[src/rtl/fetch_inst_queue.sv]
`default_nettype none
// ============================================================================
//  Module   : fetch_inst_queue
//  Purpose  : In-order instruction queue between the AXI4 fetch unit and
//             decode. Holds {pc, instr, fault} entries, presents the oldest
//             entry through a valid/ready handshake, empties in one cycle on
//             a redirect, and drops stale AXI responses using an epoch bit.
//  Revision : 1.0  initial release
// ============================================================================
module fetch_inst_queue #(
  parameter int DEPTH     = 8,
  parameter int AF_MARGIN = 2
) (
  input  logic                       clk,
  input  logic                       rst_n,
  input  logic                       flush_i,
  input  logic                       enq_valid_i,
  output logic                       enq_ready_o,
  input  logic [31:0]                enq_pc_i,
  input  logic [31:0]                enq_instr_i,
  input  logic                       enq_fault_i,
  input  logic                       enq_epoch_i,
  output logic                       epoch_o,
  output logic                       deq_valid_o,
  input  logic                       deq_ready_i,
  output logic [31:0]                deq_pc_o,
  output logic [31:0]                deq_instr_o,
  output logic                       deq_fault_o,
  output logic [$clog2(DEPTH):0]     count_o,
  output logic                       almost_full_o
);

  localparam int AW = $clog2(DEPTH);
  localparam int PW = AW + 1;
  localparam logic [PW-1:0] AF_THRESH = PW'(DEPTH - AF_MARGIN);

  // Storage is deliberately left without reset; only slots between the
  // pointers are ever observed on the outputs.
  logic [31:0] pc_mem_q    [DEPTH];
  logic [31:0] instr_mem_q [DEPTH];
  logic        fault_mem_q [DEPTH];

  logic [PW-1:0] wr_ptr_q, wr_ptr_d;
  logic [PW-1:0] rd_ptr_q, rd_ptr_d;
  logic          epoch_q,  epoch_d;

  logic          w_empty;
  logic          w_full;
  logic          w_enq_fire;
  logic          w_deq_fire;
  logic [AW-1:0] w_wr_idx;
  logic [AW-1:0] w_rd_idx;
  logic [PW-1:0] w_count;

  assign w_wr_idx = wr_ptr_q[AW-1:0];
  assign w_rd_idx = rd_ptr_q[AW-1:0];

  // The extra pointer MSB separates the full case from the empty case.
  assign w_empty = (rd_ptr_q == wr_ptr_q);
  assign w_full  = (w_wr_idx == w_rd_idx) && (wr_ptr_q[AW] != rd_ptr_q[AW]);
  assign w_count = wr_ptr_q - rd_ptr_q;

  // A response from an older epoch still completes its handshake (so the
  // AXI read channel drains) but never reaches storage.
  assign w_enq_fire = enq_valid_i && !w_full && !flush_i && (enq_epoch_i == epoch_q);
  assign w_deq_fire = !w_empty && deq_ready_i && !flush_i;

  assign enq_ready_o   = !w_full;
  assign deq_valid_o   = !w_empty;
  assign epoch_o       = epoch_q;
  assign count_o       = w_count;
  assign almost_full_o = (w_count >= AF_THRESH);

  // Head entry is forced to zero when empty so decode never sees X.
  assign deq_pc_o    = w_empty ? 32'h0 : pc_mem_q[w_rd_idx];
  assign deq_instr_o = w_empty ? 32'h0 : instr_mem_q[w_rd_idx];
  assign deq_fault_o = w_empty ? 1'b0  : fault_mem_q[w_rd_idx];

  // Next-state for pointers and epoch; a redirect overrides all traffic.
  always_comb begin
    wr_ptr_d = wr_ptr_q;
    rd_ptr_d = rd_ptr_q;
    epoch_d  = epoch_q;
    if (flush_i) begin
      wr_ptr_d = '0;
      rd_ptr_d = '0;
      epoch_d  = ~epoch_q;
    end else begin
      if (w_enq_fire) begin
        wr_ptr_d = wr_ptr_q + PW'(1);
      end
      if (w_deq_fire) begin
        rd_ptr_d = rd_ptr_q + PW'(1);
      end
    end
  end

  // Pointer and epoch registers with asynchronous reset.
  always_ff @(posedge clk or negedge rst_n) begin
    if (!rst_n) begin
      wr_ptr_q <= '0;
      rd_ptr_q <= '0;
      epoch_q  <= 1'b0;
    end else begin
      wr_ptr_q <= wr_ptr_d;
      rd_ptr_q <= rd_ptr_d;
      epoch_q  <= epoch_d;
    end
  end

  // Entry write at the tail slot on an accepted enqueue.
  always_ff @(posedge clk) begin
    if (w_enq_fire) begin
      pc_mem_q[w_wr_idx]    <= enq_pc_i;
      instr_mem_q[w_wr_idx] <= enq_instr_i;
      fault_mem_q[w_wr_idx] <= enq_fault_i;
    end
  end

endmodule
`default_nettype wire

[config.mk]
export PLATFORM = sky130hd
export DESIGN_NAME = fetch_inst_queue
export DESIGN_NICKNAME = d
export VERILOG_FILES = /design/src/rtl/fetch_inst_queue.sv
export SDC_FILE = /design/constraint.sdc
export NUM_CORES = 1
export LEC_CHECK = 0
export ABC_AREA = 1
export BUFFER_PORTS_ARGS = -buffer_cell sky130_fd_sc_hd__buf_2
export CORE_ASPECT_RATIO = 1.5
export CORE_MARGIN = 2
export CORE_UTILIZATION = 30
export DETAILED_ROUTE_END_ITERATION = 12
export GPL_TIMING_DRIVEN = 0
export PLACE_DENSITY = 0.47
export SYNTH_ARGS = -nofsm -noshare
export SYNTH_HDL_FRONTEND = slang
export SYNTH_SLANG_ARGS = --single-unit
[constraint.sdc]
create_clock -name clk -period 18.35 [get_ports clk]
set_clock_uncertainty 0.15 [all_clocks]
set_input_delay 0.9175 -clock clk [delete_from_list [all_inputs] [get_ports clk]]
set_output_delay 0.9175 -clock clk [all_outputs]
set_load 0.1 [all_outputs]
==> impl_metrics.yaml <==
final_layout:
  drive_above_1_share_pct: 13.3
  area_growth_pct: 19.1
  num-fill-cells: 7395
  fin_util_pct: 36.1
  final_nets: 2407
  fin_area_um2: 26500
synthesis:
  ys_seq_area_share_pct: 71.1
  syn_area_per_cell_um2: 10.6
  synth_edf_count: 520
  syn-cell-area_um2: 22300
  synthFlopType: "edfxtp_1"
  syn_inst: 2096
  synthArstFlopShare_pct: 1.70
  yosysUniqueCellTypes: 22
  yosysWarningCount: 0
  synthesis.nets: 2173
  synth-seq-cells: 529
floorplan:
  core_um2: 73600
  dieHeight_um: 338
  dieArea_um2: 76500
  initial_core_util_pct: 30.3
  rows: 122
  ios: 144
  die_x_um: 226
timing:
  relSlewSlack_pct: 37.8
  tightest_slew_ps: 932
  finalMaxSlewViolations: 0
  period_share_pct: 33.0
  fin_setup_tns_ps: 0
  rsz0062_at_grt: "false"
  period_needed_ps: 6050
  final_hold_viol_count: 0
  setup_viol: 0
  max_freq_ghz: 0.165
drt:
  via_count: 15100
  drt_iter0_drc: 943
  postRouteAntennaNets: 0
  drt_wl_total_mm: 64.0
  wl_per_cell_um: 19.0
  vias_per_cell: 4.48
  drc: 0
  first_pass_iters: 5
power_and_ir_drop:
  leakagePower_uw: 0.0105
  powerDensity_nw_per_um2: 153
  ir_worst_vdd_mv: 0.172
setup_path:
  critical_path_class: "reg2out"
  worstPathArrival_ps: 4980
  ff2ff_path_depth: 15
  r2r-start: "rd_ptr_q[2]"
  cp-end-kind: "output port"
  cp.required_ps: 17280
  startpoint_type: "flip-flop"
  r2r_end: "pc_mem_q[5][26]"
  ff2ff_setup_slack_ps: 13640
  cp_max_fo: 10
placed_design:
  port_buffers: 143
  post_dp_cell_area_um2: 24800
  gp_congestion: 0.768
  dp_hpwl_mm: 43.2
clocking:
  cts_setup_buffers: 0
  clkLatencyLatePin_ps: 570
  cts_resized: 0
  cts_hold_repair.buffers: 0
  clock_sinks: 529
  cts_root_buffer: "clkbuf_16"
  htree_levels: 2
  clockBufferDepth: 3
  path_clk_slew_ps: 60
  cts_tree: "built"
  cts_buffers: 52
global_route:
  grtUsageTotal_pct: 16.7
  grt_overflow: 0
  antenna_found_initial: 10
  grt_pass1_vias: 14900
  grt_max_degree: 27
  grt_pass1_wl_mm: 94.2
hold_path:
  hold_path_class: "in2async"
outcome:
  status: "completed"
flow_run:
  cap_violations: 0
[layout make-up]
| cell class | instances | area, µm² | share of cell area [%] |
|---|---|---|---|
| Clock inverter | 27 | 292 | 1.10 |
| Timing Repair Buffer | 180 | 1260 | 4.73 |
| Clock buffer | 66 | 1420 | 5.34 |
| Multi-Input combinational cell | 1246 | 5180 | 19.5 |
| Antenna cell | 2 | 5.00 | 0.0189 |
| Sequential cell | 529 | 15800 | 59.7 |
| Tap cell | 992 | 1240 | 4.68 |
| Buffer | 110 | 509 | 1.92 |
| Inverter | 211 | 792 | 2.99 |
[critical path, cell delays in order (launching register included)]
cell and delay [ps]:
dfrtp_1 310, buf_2 250, clkbuf_1 710, buf_2 420
inv_1 80, ha_1 360, nand3_1 130, inv_1 90
nand3_1 260, buf_4 290, clkbuf_1 580, nand2_1 260
nor2_1 190, buf_2 450
[state kept, by name, indices dropped and copies added (netlist names)]
signal / count
pc_mem_q: 256
rd_ptr_q: 4
fault_mem_q: 8
instr_mem_q: 256
epoch_o: 1
wr_ptr_q: 4
[where the power goes]
part | internal, µW | switching [µW]
combinational | 276 | 1320
clock | 628 | 455
sequential | 1360 | 9.66
[worst max path at each step]
| stage | from | to | slack, ps | cells after the start |
|---|---|---|---|---|
| global route | rd_ptr_q[2] | deq_pc_o[24] | 12050 | 13 |
| detailed placement | rd_ptr_q[2] | deq_instr_o[11] | 12850 | 13 |
| CTS | rd_ptr_q[2] | deq_instr_o[11] | 12210 | 13 |
| global placement | rd_ptr_q[2] | pc_mem_q[1][25] | 5460 | 10 |
| floorplan | rd_ptr_q[2] | fault_mem_q[3] | 10570 | 10 |
| finish | rd_ptr_q[2] | deq_pc_o[24] | 12300 | 13 |
[logic make-up after synthesis]
family,after synthesis,share of synthesized area (%)
fa+ha+maj,6,0.371
flops,529,71.1
xor+xnor,6,0.236
buf+inv,321,5.84
simple gates,1101,19.4
compound gates,133,3.00
[through the flow]
stage               setup slack [ps]  hold slack (ps)  instances  total power (µW)
floorplan                      10570              371       2096              2580
global placement                5460              330       3231              3000
detailed placement             12850              332       3268              3020
CTS                            12210             29.1       3361              4100
global route                   12050             47.1       3362              4230
finish                         12300             54.3       3363              4050
[synthesized netlist by cell type (2+ instances only)]
| cell type | instances | area [µm²] |
|---|---|---|
| buf_4 | 2 | 15.0 |
| o21ai_0 | 121 | 606 |
| buf_1 | 15 | 56.3 |
| o21ai_1 | 10 | 50.1 |
| xnor2_1 | 2 | 17.5 |
| edfxtp_1 | 520 | 15600 |
| dfrtp_1 | 9 | 225 |
| nor3_1 | 3 | 15.0 |
| clkbuf_1 | 42 | 158 |
| ha_1 | 5 | 62.6 |
| nand3_1 | 149 | 746 |
| buf_6 | 4 | 45.0 |
| buf_2 | 47 | 235 |
| xor2_1 | 4 | 35.0 |
| inv_1 | 210 | 788 |
| nor2_1 | 531 | 1990 |
| nand2_1 | 417 | 1570 |
[per-layer routing]
layer	wire length [µm]	GRT usage, %	up-vias
li1	-	-	7322
met5	75	0	-
met2	33000	30.3	340
met4	1940	5.64	12
met1	26300	20.3	7287
met3	2710	2.37	122
[cell usage in the layout (no fill, tap or decap), types with 2 or more instances in the layout]
| master | Yosys | routed |
|---|---|---|
| buf_12 | 0 | 9 |
| o21ai_1 | 10 | 10 |
| xor2_1 | 4 | 4 |
| diode_2 | 0 | 2 |
| buf_4 | 2 | 4 |
| edfxtp_1 | 520 | 520 |
| nor3_2 | 0 | 3 |
| o21ai_0 | 121 | 121 |
| nand3_1 | 149 | 149 |
| clkbuf_8 | 0 | 2 |
| inv_1 | 210 | 210 |
| buf_16 | 0 | 3 |
| buf_1 | 15 | 15 |
| clkinv_1 | 0 | 11 |
| clkinv_2 | 0 | 6 |
| nor2_1 | 531 | 526 |
| clkinvlp_4 | 0 | 2 |
| clkbuf_16 | 0 | 54 |
| clkbuf_1 | 42 | 52 |
| dfrtp_1 | 9 | 9 |
| bufinv_16 | 0 | 6 |
| buf_6 | 4 | 26 |
| buf_2 | 47 | 190 |
| xnor2_1 | 2 | 2 |
| nand2_1 | 417 | 417 |
| ha_1 | 5 | 5 |
| nor2_4 | 0 | 5 |
Power figures use the tool's default switching activity.
